## config.mk

```make
export PLATFORM = sky130hd
export DESIGN_NAME = wb_merge_queue
export DESIGN_NICKNAME = d
export VERILOG_FILES = /design/src/rtl/wb_merge_queue.sv
export SDC_FILE = /design/constraint.sdc
export NUM_CORES = 1
export LEC_CHECK = 0
export ABC_AREA = 1
export ABC_CLOCK_PERIOD_IN_PS = 4500
export BUFFER_PORTS_ARGS = -buffer_cell sky130_fd_sc_hd__buf_2
export CORE_MARGIN = 4
export CORE_UTILIZATION = 33
export DETAILED_ROUTE_END_ITERATION = 8
export PLACE_DENSITY_LB_ADDON = 0.2
export SYNTH_ARGS = -nofsm -noshare
export SYNTH_HDL_FRONTEND = slang
export SYNTH_SLANG_ARGS = --single-unit
```

## constraint.sdc

```tcl
create_clock -name clk -period 4.5 [get_ports clk]
set_clock_uncertainty 0.1 [all_clocks]
set_input_delay 0.9 -clock clk [delete_from_list [all_inputs] [get_ports clk]]
set_output_delay 0.9 -clock clk [all_outputs]
set_load 0.02 [all_outputs]
```

## src/rtl/wb_merge_queue.sv

```systemverilog
// Writeback merge queue: collects up to two writeback results per cycle in
// program order, drains one per cycle into the register file's single write
// port, and forwards pending (not yet committed) values to the two decode
// read addresses.
module wb_merge_queue #(
  parameter int DEPTH   = 4,
  parameter int DROP_X0 = 1
) (
  input  logic                       clk,
  input  logic                       rst_n,
  input  logic                       wb0_valid,
  input  logic [4:0]                 wb0_rd,
  input  logic [31:0]                wb0_data,
  input  logic                       wb1_valid,
  input  logic [4:0]                 wb1_rd,
  input  logic [31:0]                wb1_data,
  output logic                       wb_ready,
  output logic                       rf_we,
  output logic [4:0]                 rf_wa,
  output logic [31:0]                rf_wd,
  input  logic [4:0]                 rd_addr1,
  input  logic [4:0]                 rd_addr2,
  output logic                       fwd_hit1,
  output logic [31:0]                fwd_data1,
  output logic                       fwd_hit2,
  output logic [31:0]                fwd_data2,
  output logic [$clog2(DEPTH+1)-1:0] count
);

  localparam int PW = $clog2(DEPTH);
  localparam int CW = $clog2(DEPTH + 1);

  // Entry storage; occupancy is tracked by head/count, so no per-entry valid.
  logic [4:0]    rd_q   [DEPTH];
  logic [31:0]   data_q [DEPTH];

  logic [PW-1:0] head_q, head_d;
  logic [PW-1:0] tail_q, tail_d;
  logic [CW-1:0] count_q, count_d;

  logic          acc0, acc1, deq;
  logic [PW-1:0] wr1_idx;
  logic          fwd_en1, fwd_en2;

  // A lane is enqueue-worthy when valid, unless it targets x0 and x0 writes are dropped.
  function automatic logic lane_ok(input logic v, input logic [4:0] rd);
    return v && !((DROP_X0 != 0) && (rd == 5'd0));
  endfunction

  // Space for two entries is required so a dual-issue pair is never split.
  assign wb_ready = (count_q <= CW'(DEPTH - 2));
  assign acc0     = wb_ready && lane_ok(wb0_valid, wb0_rd);
  assign acc1     = wb_ready && lane_ok(wb1_valid, wb1_rd);
  assign deq      = (count_q != '0);
  // Lane 1 lands right behind lane 0, or at tail when lane 0 is not accepted.
  assign wr1_idx  = tail_q + PW'(acc0);

  assign rf_we    = deq;
  assign rf_wa    = rd_q[head_q];
  assign rf_wd    = data_q[head_q];
  assign count    = count_q;

  assign fwd_en1  = !((DROP_X0 != 0) && (rd_addr1 == 5'd0));
  assign fwd_en2  = !((DROP_X0 != 0) && (rd_addr2 == 5'd0));

  // Next-state for pointers and occupancy: accept 0..2, drain 1 whenever non-empty.
  always_comb begin
    head_d  = head_q + PW'(deq);
    tail_d  = tail_q + PW'(acc0) + PW'(acc1);
    count_d = count_q + CW'(acc0) + CW'(acc1) - CW'(deq);
  end

  // Control state; reset discards every queued entry.
  always_ff @(posedge clk or negedge rst_n) begin
    if (!rst_n) begin
      head_q  <= '0;
      tail_q  <= '0;
      count_q <= '0;
    end else begin
      head_q  <= head_d;
      tail_q  <= tail_d;
      count_q <= count_d;
    end
  end

  // Entry payload write, lane 0 first then lane 1 in program order.
  always_ff @(posedge clk) begin
    if (acc0) begin
      rd_q[tail_q]   <= wb0_rd;
      data_q[tail_q] <= wb0_data;
    end
    if (acc1) begin
      rd_q[wr1_idx]   <= wb1_rd;
      data_q[wr1_idx] <= wb1_data;
    end
  end

  // Forwarding search oldest-to-youngest so the youngest match wins.
  always_comb begin : fwd_search
    logic [PW-1:0] slot;
    slot      = '0;
    fwd_hit1  = 1'b0;
    fwd_data1 = '0;
    fwd_hit2  = 1'b0;
    fwd_data2 = '0;
    for (int i = 0; i < DEPTH; i++) begin
      slot = head_q + PW'(i);
      if (CW'(i) < count_q) begin
        if (fwd_en1 && (rd_q[slot] == rd_addr1)) begin
          fwd_hit1  = 1'b1;
          fwd_data1 = data_q[slot];
        end
        if (fwd_en2 && (rd_q[slot] == rd_addr2)) begin
          fwd_hit2  = 1'b1;
          fwd_data2 = data_q[slot];
        end
      end
    end
  end

endmodule
```

==> reports/metrics.csv <==
stage,metric,value,unit
global_route,largest net degree at the start of global routing,121,
die,area enclosed by the die boundary,43600,um^2
timing,headroom to the max-slew limit,0.448,
logic_synthesis,leading post-synthesis cells by cell area,"sky130_fd_sc_hd__edfxtp_1, sky130_fd_sc_hd__nand2_1, sky130_fd_sc_hd__o21ai_0",
logic_synthesis,synth cell count leaders,"sky130_fd_sc_hd__nand2_1, sky130_fd_sc_hd__nor2_1, sky130_fd_sc_hd__o21ai_0",
die,placeable core region,39800,um^2
logic_synthesis,cell with the most instances after synthesis,sky130_fd_sc_hd__nand2_1,
power_and_ir_drop,Power per Cell Area,792,nW/um^2
route,detailed-route wire length,46.8,mm
worst_setup_path,worst path required time,3.50,ns
power_and_ir_drop,Clock Power Share,0.118,
route,violation count after the first detailed-routing iteration,1045,
worst_setup_path,Slowest Stage Delay on Critical Path,0.52,ns
timing,unrepaired setup endpoints after global routing,no,
power_and_ir_drop,total internal power,5.50,mW
power_and_ir_drop,portion of total power attributed to combinational logic,0.670,
clock_network,clock root cell,sky130_fd_sc_hd__clkbuf_16,
worst_setup_path,Setup CP Type,register to output port,
power_and_ir_drop,largest voltage drop on the vdd net,0.475,mV
clock_network,H-tree levels,4,
worst_setup_path,crit-path max FO,20,
route,final routed wire length divided by cell count,17.5,um
worst_setup_path,slowest stage cell on the critical path,sky130_fd_sc_hd__dfrtp_1,
worst_setup_path,"Top cell by count, worst path",sky130_fd_sc_hd__nand2_1,
logic_synthesis,number of warnings printed during yosys synthesis,0,
timing,final setup slack of the worst path,0.249,ns
global_route,global route overflow,0,
power_and_ir_drop,part of the power in registers,0.212,
layout,final layout net count,2231,
logic_synthesis,share of the synthesized area in the top cell type,0.334,
route,overall via count from detail_route,13500,
layout,summed area of non-filler cells in the final layout,15400,um^2
timing,Slew Limit Fails,0,
logic_synthesis,post-synthesis sequential area ratio,0.347,
die,starting utilization of the core area,0.334,
layout,Layout Area Growth over Synthesis,15.7,%
timing,Worst Tran Pin Value,0.827,ns
clock_network,buffer depth of the longest clock path,2,
logic_synthesis,most used flip-flop cell after synthesis,sky130_fd_sc_hd__edfxtp_1,
clock_network,clock transition at the registers of the reported paths,0.07,ns
die,die boundary width,209,um
place,cell count after placement,2636,
worst_setup_path,type of element launching the critical path,register,
place,worst-case setup slack after placement,0.280,ns
logic_synthesis,cell type with the highest aggregate area in the netlist,sky130_fd_sc_hd__edfxtp_1,
min_path,Tightest Hold Check Type,input port to asynchronous set/reset pin,
global_route,via count of the first global-routing pass,12500,
logic_synthesis,share of synthesized flip-flops with an asynchronous set or reset,0.0452,
layout,fraction of layout cells with a size suffix above 1,0.135,
worst_setup_path,cell family contributing the most delay on the critical path,simple AND/OR/NAND/NOR gates,
timing,Fin. Hold Viols,0,
logic_synthesis,"Avg Cell Area, Syn",6.60,um^2
timing,post-route clock period utilization,0.945,
clock_network,Clock Sink Count,155,
place,IO Port Bufs,195,
worst_setup_path,critical path startpoint,count[2],
logic_synthesis,synthesized area,13300,um^2
die,number of placement rows,73,
route,Final ANT Viol Nets,0,
place,final estimated routing congestion in global placement,0.890,
layout,"Cell Count, Final, Fillers Out",2674,
route,via density per instance,5.06,
timing,tightest hold margin,0.207,ns
place,Post-DP Area,14700,um^2
power_and_ir_drop,Switching Share,0.549,
worst_setup_path,kind of end point of the critical path,output port,
worst_setup_path,critical path data arrival time,3.25,ns
timing,highest achievable clock rate,235,MHz
route,first drt pass iteration count,8,
logic_synthesis,Synth Instances,2017,
die,vertical die dimension,209,um
global_route,all-layer global routing usage,0.206,
logic_synthesis,"EDFF count, synth",148,
power_and_ir_drop,power consumption,12.2,mW
global_route,initial antenna violation count,1,
timing,Final Setup Violations,0,
global_route,first-pass GRT wire length,71.4,mm
worst_setup_path,RR Startpoint,count[2],
outcome,result of the run,"finished, final reports clean",
place,HPWL Detailed,32.1,mm
die,number of primary I/O pins,196,
worst_setup_path,series of cell instances along the critical path,inv_1 -> ha_1 -> a21oi_1 -> nand3_1 -> nor2_1 -> nand2_1 -> nor2_4 -> buf_4 -> nor2_1 -> nand2_1 -> nand2_1 -> nand2_1 -> buf_2,
worst_setup_path,Buf/Inv on CP,3,
timing,minimum clock period,4.25,ns
logic_synthesis,synthesized flop and latch total,155,
logic_synthesis,Post-Synthesis Net Count,2113,
flow_run,max-cap violations,0,
clock_network,TritonCTS clock tree,done,
route,number of remaining DRC errors,0,
clock_network,CTS Buf Count,17,
layout,Layout fillers,4220,
clock_network,clock latency on the worst-skew pair,0.43,ns
power_and_ir_drop,static leakage,7.83,nW
power_and_ir_drop,switching power,6.71,mW
logic_synthesis,count of cell types in the netlist,29,
==> metal layers <==
layer / global-route usage / vias to the layer above / part of all wire
met4: 0.0628 / 0 / 0.025
met2: 0.354 / 437 / 0.47
met1: 0.272 / 6296 / 0.45
li1: - / 6743 / -
met3: 0.0270 / 62 / 0.054
met5: 0 / - / 0
==> kinds of logic (layout without fill, tap and decap cells) <==
logic type                 count (synthesis)  count (layout)  synth area share
DFF                                      155             155             0.347
AOI/OAI and AO/OA                        297             297             0.112
and+or+nand+nor                         1136            1137             0.334
other                                      0               1                 0
buffers and inverters                    284             414            0.0959
muxes                                    128             128            0.0962
xor gates and xnor gates                   9               9           0.00592
adders and majority gates                  8               8           0.00864
==> metrics by stage <==
| step | setup TNS, ns | utilization |
|---|---|---|
| detailed placement | 0 | 0.370 |
| finish | 0 | 0.387 |
| CTS | 0 | 0.385 |
| floorplan | -38.93 | - |
| global route | 0 | 0.387 |
| global placement | 0 | 0.370 |
==> path summary, 6_finish.rpt <==
check / end / slack (ns) / depth (start not counted)
worst max-delay path: fwd_data1[15] / 0.25 / 13
worst min-delay path: tail_q[0] / 0.21 / 1
worst max register to register: data_q[3][16] / 0.55 / 12
worst min register to register: count[1] / 0.68 / 2
max in group asynchronous: head_q[0] / 3.88 / 1
min in group clk: count[1] / 0.68 / 2
==> what timing repair did <==
item | in CTS | in global routing
setup endpoints to repair | 62 | 47
cloned | 0 | 1
pin swaps | 0 | 2
setup buffers | 0 | 4
gates resized for setup | 3 | 9
hold buffers | 0 | 0
==> power by group through the flow <==
stage	logic, mW	clock network, mW	registers (mW)
after floorplan	5.71	0	2.54
after global placement	8.07	0	2.59
after detailed placement	8.15	0	2.61
after CTS	8.17	1.46	2.58
after global routing	9.07	1.53	2.65
final	8.19	1.44	2.59
==> flip-flops by register name, indices dropped and copies added (netlist names) <==
name	count
tail_q	2
rd_q	20
count	3
head_q	2
data_q	128
==> final cells by class <==
type	instances	area (um^2)	share of cell area
multi-input cells	1579	7590	0.493
well taps	525	657	0.0426
repair buffers	230	1380	0.0895
clock buffers	18	429	0.0278
clock inverters	14	145	0.00942
diodes	1	2.50	0.000162
flip-flops and latches	155	4630	0.300
inverters	152	576	0.0373
==> placed cells by master, fill, tap and decap left out, types with 5 or more instances in the layout <==
master / count
sky130_fd_sc_hd__nand2_1: 710
sky130_fd_sc_hd__nor2_1: 287
sky130_fd_sc_hd__o21ai_0: 281
sky130_fd_sc_hd__buf_2: 195
sky130_fd_sc_hd__inv_1: 148
sky130_fd_sc_hd__edfxtp_1: 148
sky130_fd_sc_hd__mux2i_1: 128
sky130_fd_sc_hd__nand3_1: 112
sky130_fd_sc_hd__buf_4: 22
sky130_fd_sc_hd__clkbuf_16: 17
sky130_fd_sc_hd__buf_12: 10
sky130_fd_sc_hd__nor2_4: 7
sky130_fd_sc_hd__xor2_1: 6
sky130_fd_sc_hd__o21ai_1: 6
sky130_fd_sc_hd__ha_1: 6
sky130_fd_sc_hd__dfrtp_1: 5
(Power assumes the default switching activity.)
